<file path="config.mk">
export PLATFORM = sky130hd
export DESIGN_NAME = rr_mux_arbiter_flat
export DESIGN_NICKNAME = d
export VERILOG_FILES = /design/src/rtl/rr_mux_arbiter_if.sv /design/src/rtl/rr_mux_arbiter.sv /design/src/flat_wrapper.sv
export SDC_FILE = /design/constraint.sdc
export NUM_CORES = 1
export LEC_CHECK = 0
export BUFFER_PORTS_ARGS = -buffer_cell sky130_fd_sc_hd__buf_2
export CAP_MARGIN = 20
export CORE_UTILIZATION = 46
export CTS_CLUSTER_DIAMETER = 30
export DETAILED_ROUTE_END_ITERATION = 6
export GPL_ROUTABILITY_DRIVEN = 1
export PLACE_DENSITY = 0.83
export SETUP_SLACK_MARGIN = 0.02
export SLEW_MARGIN = 20
export SYNTH_ARGS = -nofsm -noshare
export SYNTH_HDL_FRONTEND = slang
export SYNTH_SLANG_ARGS = --single-unit
</file>
<file path="constraint.sdc">
create_clock -name clk -period 1.57 [get_ports clk]
set_input_delay 0.314 -clock clk [delete_from_list [all_inputs] [get_ports clk]]
set_output_delay 0.314 -clock clk [all_outputs]
set_load 0.03 [all_outputs]
</file>
<file path="src/rtl/rr_mux_arbiter_if.sv">
// rr_mux_arbiter_if
//   Handshake bundle for the two-producer / one-consumer round-robin arbiter.
//   Ports (slave = arbiter view):
//     a_data/a_valid -> a_ready   channel A producer handshake
//     b_data/b_valid -> b_ready   channel B producer handshake
//     out_data/out_valid/out_src  registered arbitrated stream, out_ready from consumer
interface rr_mux_arbiter_if #(
    parameter int N = 8
);
    logic [N-1:0] a_data;
    logic         a_valid;
    logic         a_ready;
    logic [N-1:0] b_data;
    logic         b_valid;
    logic         b_ready;
    logic [N-1:0] out_data;
    logic         out_valid;
    logic         out_ready;
    logic         out_src;

    // Producers/consumer side
    modport master (
        output a_data, a_valid, b_data, b_valid, out_ready,
        input  a_ready, b_ready, out_data, out_valid, out_src
    );

    // Arbiter side
    modport slave (
        input  a_data, a_valid, b_data, b_valid, out_ready,
        output a_ready, b_ready, out_data, out_valid, out_src
    );
endinterface

</file>
<file path="src/rtl/rr_mux_arbiter.sv">
// rr_mux_arbiter
//   Two-requester round-robin arbiter driving a shared N-bit 2:1 select path
//   (sel=0 passes A, sel=1 passes B) into one registered output stage.
//   Ports:
//     clk          rising-edge clock
//     rst          synchronous active-high reset
//     bus          rr_mux_arbiter_if.slave: A/B valid-ready inputs, registered output
//     grant_cnt_a  words accepted from A since reset (wraps)
//     grant_cnt_b  words accepted from B since reset (wraps)
module rr_mux_arbiter #(
    parameter int N = 8
) (
    input  logic                 clk,
    input  logic                 rst,
    rr_mux_arbiter_if.slave      bus,
    output logic [15:0]          grant_cnt_a,
    output logic [15:0]          grant_cnt_b
);

    typedef enum logic {
        EMPTY = 1'b0,
        FULL  = 1'b1
    } state_t;

    state_t       state_q, state_d;
    logic [N-1:0] out_data_q, out_data_d;
    logic         out_src_q, out_src_d;
    logic         last_src_q, last_src_d;
    logic [15:0]  cnt_a_q, cnt_a_d;
    logic [15:0]  cnt_b_q, cnt_b_d;

    logic load_en;
    logic sel;
    logic a_acc;
    logic b_acc;

    always_comb begin
        state_d    = state_q;
        out_data_d = out_data_q;
        out_src_d  = out_src_q;
        last_src_d = last_src_q;
        cnt_a_d    = cnt_a_q;
        cnt_b_d    = cnt_b_q;

        load_en = (state_q == EMPTY) || bus.out_ready;

        unique case ({bus.a_valid, bus.b_valid})
            2'b10:   sel = 1'b0;
            2'b01:   sel = 1'b1;
            2'b11:   sel = ~last_src_q;  // tie: whoever did not win last time
            default: sel = 1'b0;
        endcase

        // Reset cycles never complete a handshake.
        a_acc = !rst && load_en && bus.a_valid && !sel;
        b_acc = !rst && load_en && bus.b_valid &&  sel;

        if (a_acc || b_acc) begin
            state_d    = FULL;
            out_data_d = sel ? bus.b_data : bus.a_data;
            out_src_d  = sel;
            last_src_d = sel;
            if (a_acc) cnt_a_d = cnt_a_q + 16'd1;
            if (b_acc) cnt_b_d = cnt_b_q + 16'd1;
        end else if (load_en) begin
            // Drained (or already empty) with nothing to refill; word and priority hold.
            state_d = EMPTY;
        end
    end

    always_ff @(posedge clk) begin
        if (rst) begin
            state_q    <= EMPTY;
            out_data_q <= '0;
            out_src_q  <= 1'b0;
            last_src_q <= 1'b1;
            cnt_a_q    <= '0;
            cnt_b_q    <= '0;
        end else begin
            state_q    <= state_d;
            out_data_q <= out_data_d;
            out_src_q  <= out_src_d;
            last_src_q <= last_src_d;
            cnt_a_q    <= cnt_a_d;
            cnt_b_q    <= cnt_b_d;
        end
    end

    assign bus.a_ready   = a_acc;
    assign bus.b_ready   = b_acc;
    assign bus.out_data  = out_data_q;
    assign bus.out_valid = (state_q == FULL);
    assign bus.out_src   = out_src_q;
    assign grant_cnt_a   = cnt_a_q;
    assign grant_cnt_b   = cnt_b_q;

endmodule

</file>
<file path="src/flat_wrapper.sv">
// flat-port wrapper written by rule: the top's interface ports become plain ports
module rr_mux_arbiter_flat 
#(
    parameter int N = 8
)
  (clk, rst, grant_cnt_a, grant_cnt_b, bus_a_data, bus_a_valid, bus_b_data, bus_b_valid, bus_out_ready, bus_a_ready, bus_b_ready, bus_out_data, bus_out_valid, bus_out_src);
  rr_mux_arbiter_if #(.N(N)) bus_i ();
  input  logic clk;
  input  logic rst;
  output logic [15:0] grant_cnt_a;
  output logic [15:0] grant_cnt_b;
  input wire logic [$bits(bus_i.a_data)-1:0] bus_a_data;
  input wire logic [$bits(bus_i.a_valid)-1:0] bus_a_valid;
  input wire logic [$bits(bus_i.b_data)-1:0] bus_b_data;
  input wire logic [$bits(bus_i.b_valid)-1:0] bus_b_valid;
  input wire logic [$bits(bus_i.out_ready)-1:0] bus_out_ready;
  output wire logic [$bits(bus_i.a_ready)-1:0] bus_a_ready;
  output wire logic [$bits(bus_i.b_ready)-1:0] bus_b_ready;
  output wire logic [$bits(bus_i.out_data)-1:0] bus_out_data;
  output wire logic [$bits(bus_i.out_valid)-1:0] bus_out_valid;
  output wire logic [$bits(bus_i.out_src)-1:0] bus_out_src;
  assign bus_i.a_data = bus_a_data;
  assign bus_i.a_valid = bus_a_valid;
  assign bus_i.b_data = bus_b_data;
  assign bus_i.b_valid = bus_b_valid;
  assign bus_i.out_ready = bus_out_ready;
  assign bus_a_ready = bus_i.a_ready;
  assign bus_b_ready = bus_i.b_ready;
  assign bus_out_data = bus_i.out_data;
  assign bus_out_valid = bus_i.out_valid;
  assign bus_out_src = bus_i.out_src;
  rr_mux_arbiter #(.N(N)) u_core (.clk(clk), .rst(rst), .bus(bus_i), .grant_cnt_a(grant_cnt_a), .grant_cnt_b(grant_cnt_b));
endmodule
</file>
# [Word level (Yosys, flattened, before mapping)]
# Index checks and enable logic that the tools add are counted.
[word_totals] elab_cells=28 memories=0 latch_bits=0 regBits=43 output_inout_bits=44 rom_bits=0 ramBits=0 in_bits=21
[op_classes] magnitude_cmp=0 n_mul=0 addsub=2 n_bitwise=2 n_shift=0 n_div=0 n_reduce_logical=12 n_eq_ne=2 n_mux=4
[ops] operator="adder 16 x 1 -> 16 bit, second input constant" n=2
[ops] operator="two-way mux 8 bit" n=1
[ops] operator="logical AND 1 bit" n=5
[ops] operator="AND reduction 2 bit" n=2
[ops] operator="== test 2 x 1 -> 1 bit, second input constant" n=1
[ops] operator="== test 2 bit, second input constant" n=1
[ops] operator="zero test 1 bit" n=2
[ops] operator="logical OR 1 bit" n=2
[ops] operator="two-way mux 1 bit" n=2
[ops] operator="NOT 1 bit" n=2
[ops] operator="one-hot mux 1 bit (2 select lines)" n=1
[ops] operator="nonzero test 2 bit" n=1

# [Logic depth before layout (Yosys ltp)]
[depth] ltp_word=7 mapped_depth=6 depth_no_buf=5

# [Worst setup path before layout]
# No wires, ideal clock.
[synth_path] kind="register to register" start="register u_core.cnt_b_q[0], in the netlist u_core.grant_cnt_b[0]" end="register u_core.cnt_b_q[12], in the netlist u_core.grant_cnt_b[12]" setup_ps=71 synth_period_minus_slack_ps=1828 required_ps=1499 path_stages_with_launch=6 arrival_time_ps=1758 n_path_buf=0 path_slack_ps=-258 path_cell_list="dfxtp_1 ha_1 nor2b_1 nand3_4 or4_1 a21oi_1"
[synth_via] elab_chain_cells=1
[synth_lines] element="start: declaration" line_no="rr_mux_arbiter.sv:30" rtl="logic [15:0] cnt_b_q, cnt_b_d;"
[synth_lines] element="start signal: assignment" line_no="rr_mux_arbiter.sv:85" rtl="cnt_b_q <= cnt_b_d;"
[synth_lines] element="adder 16 x 1 -> 16 bit" line_no="rr_mux_arbiter.sv:64" rtl="if (b_acc) cnt_b_d = cnt_b_q + 16'd1;"
# No other way between the ends.
# A chain may end at the register's enable or synchronous reset.

# [Worst setup path in the final report]
[layout_path] start="register u_core.last_src_q" end="output bus_b_ready"
[layout_via] elab_chain_cells=3
[layout_lines] element="start: declaration" line_no="rr_mux_arbiter.sv:28" rtl="logic last_src_q, last_src_d;"
[layout_lines] element="start signal: assignment" line_no="rr_mux_arbiter.sv:83" rtl="last_src_q <= last_src_d;"
[layout_lines] element="NOT 1 bit" line_no="rr_mux_arbiter.sv:50" rtl="2'b11: sel = ~last_src_q;"
[layout_lines] element="one-hot mux 1 bit (2 select lines)" line_no="rr_mux_arbiter.sv:47" rtl="unique case ({bus.a_valid, bus.b_valid})"
[layout_lines] element="logical AND 1 bit" line_no="rr_mux_arbiter.sv:56" rtl="b_acc = !rst && load_en && bus.b_valid && sel;"
[layout_lines] element="end: declaration" line_no="flat_wrapper.sv:18" rtl="output wire logic [$bits(bus_i.b_ready)-1:0] bus_b_ready;"
# No other way between the ends.

==> metrics <==
status finished clean; Worst Path Required 1.26 ns; switching portion of total power 24.9%; area of the die 4770 um2; adder-cell share of the synthesized area 1.21%; Mapped Cells 227; Most used DFF post-synth dfxtp_1; Final setup violation count 0; multiplexer share of the synthesized area 4.89%; crit path capture type output port; clock share of power 41.4%; CTS buffer count 5; Area contributors post-synth dfxtp_1 42%, mux2i_1 4.4%, a21oi_1 4.1%; worst slew pin tran 0.373 ns; per-cell routed wire length 14.4 um; area of the multi-input gates 1200 um2; peak supply drop 0.578 mV; IO buf count 64; Detail Route Antenna Nets 0; Non-Filler Instances 378; Psw 0.630 mW; fmax 639 MHz; DRT Pass-1 Iters 4; n_diodes 0; largest net degree at the start of global routing 21; library cells used by synthesis 42; DP HPWL 3700 um; Static Leak 1.22 nW; register area share after synthesis 41.6%; row cnt 24; CP max FO 4; nets 348; Starting Density 47.6%; Worst setup SP type flop; cell area after layout 2970 um2; CTS tree built; first-pass GRT wire length 8520 um; Compound-Gate Fraction of Synth Area 20.4%; Flop pwr share 45.1%; Root Buffer clkbuf_8; vias 2164; post-layout util 68.2%; skew final 0.0117 ns; post-synthesis xor/xnor area fraction 2.96%; Yosys reg bits 43; Die Y 69.1 um; all-layer global routing usage 22.0%; Setup CP Type flop to output port; worst skew pair latency 0.31 ns; Power Density 850 nW/um2; Placer Congestion 0.804; largest family of logic cells by synthesized area simple AND/OR/NAND/NOR gates; hold_ws 0.327 ns; simple-gate area share of the yosys netlist 24.4%; Hold Violations, Final 0; area leader, netlist dfxtp_1; drt via density 5.72; vias in the first global route 1896; Final Cycle Share 99.7%; Ys Warns 0; fillers 357; area share of the largest cell type after synthesis 41.6%; cts hold-fix bufs 0; clk buf depth 2; minimum clock period 1.57 ns; RSZ-0062 raised after global routing yes; hold crit path type input pin to flop; initial DRC count 70; clk slew on worst S/H paths 0.09 ns; final WL 5460 um; H-tree levels 2; max_cap viols 0; Worst slew margin 75.0%; initial antenna violation count 0; grt ovf 0; Seq. cell area 898 um2; Async S/R FF share, synth 0%; layout cells sized above 1 49.4%; boundary pin count 65; die width 69.1 um; DP Area 2680 um2; Syn Nets 250; clock sinks 43; setup tns final 0 ns; synthesized area 2070 um2; Post-route DRC 0; Placed Instances 364; combinational share of power 13.5%; Post-synth EDFFs 0; synthesis-to-finish area growth 43.5%; CORE AREA 4350 um2; Critical Path AT 1.25 ns; Pint 1.90 mW; Final Max Tran Viols 0; synthesized area per cell 9.12 um2
-- worst max-delay path, stage by stage, from the launching register on --
cell and delay [ns]:
dfxtp_2 0.34, buf_6 0.12, a21boi_4 0.14, and3_4 0.21
buf_6 0.13
-- area by class of cell --
| type | count | share of cell area [%] |
|---|---|---|
| Clock buffer | 5 | 2.32 |
| Timing Repair Buffer | 103 | 21.6 |
| Clock inverter | 3 | 2.27 |
| Sequential cell | 43 | 30.2 |
| Inverter | 8 | 1.01 |
| Tap cell | 52 | 2.19 |
| Multi-Input combinational cell | 164 | 40.4 |
-- power by group through the flow --
stage	registers, mW	logic, mW	clock network [mW]
after global placement	1.16	0.289	0
after detailed placement	1.16	0.297	0
final	1.14	0.341	1.05
after floorplan	1.22	0.131	0
after global routing	1.14	0.367	1.10
after CTS	1.14	0.320	1.06
-- sequential cells by signal, summed over array words and instances, names as in the netlist --
register / cells
u_core.grant_cnt_a: 16
u_core.grant_cnt_b: 16
u_core.bus.out_data: 8
u_core.bus.out_src: 1
u_core.bus.out_valid: 1
u_core.last_src_q: 1
-- cell usage after synthesis, types with 6 or more instances --
library cell / number
dfxtp_1: 43
nor2_1: 19
a21oi_1: 17
nand2_1: 12
nand3_1: 12
o31ai_1: 10
or4_1: 10
mux2i_1: 9
a211oi_1: 8
inv_1: 8
o21ai_0: 7
o311ai_0: 6
o41ai_1: 6
or3_1: 6
-- path summary, 6_finish.rpt --
check	start	endpoint	slack, ns	cells after the start
min reg2reg	u_core.grant_cnt_b[15]	u_core.grant_cnt_b[15]	0.48	1
max reg2reg	u_core.bus.out_valid	u_core.grant_cnt_a[15]	0.02	4
max	u_core.last_src_q	bus_b_ready	0.005	4
min	bus_a_data[3]	u_core.bus.out_data[3]	0.33	3
-- stage by stage --
step           worst slack [ns]  power [mW]
5_1_grt                 -0.0522        2.61
4_1_cts                 0.00702        2.52
3_5_place_dp             -0.126        1.46
6_report                0.00482        2.53
2_1_floorplan          -0.00670        1.35
3_3_place_gp            -0.0407        1.45
-- repair_timing --
| action | in CTS | in global routing |
|---|---|---|
| endpoints found under the hold margin | 0 | 0 |
| gates resized for setup | 11 | 24 |
| endpoints found under the setup margin | 4 | 24 |
| setup buffers | 5 | 1 |
| pin swaps | 5 | 7 |
-- cell usage in the layout (no fill, tap or decap), types with 5 or more instances in the layout --
cell / n
o31ai_1: 10
clkbuf_8: 5
buf_6: 6
nor2_1: 19
inv_1: 7
or3_1: 6
or4_1: 8
buf_4: 35
o21ai_0: 7
nand3_1: 9
o41ai_1: 6
a21oi_1: 14
mux2i_1: 8
dfxtp_1: 21
nand4_1: 5
a211oi_1: 7
dfxtp_2: 18
buf_2: 62
nand2_1: 10
-- cells by family (layout without fill, tap and decap cells) --
kind of cell             count (synthesis)  in the layout
adder cells (fa/ha/maj)                  2              2
XOR/XNOR                                 7              7
multiplexers                            10             10
buffers and inverters                   20            119
flip-flops                              43             43
AND/OR/NAND/NOR                         85             85
AO/OA/AOI/OAI                           60             60
-- metal layers --
layer / vias up / GRT usage (%) / share of wire (%)
li1: 1059 / - / -
met1: 1033 / 27.1 / 44
met2: 64 / 36.8 / 50
met3: 8 / 5.56 / 4.6
met4: 0 / 8.62 / 1.6
met5: - / 0 / 0
Power figures use the tool's default switching activity.
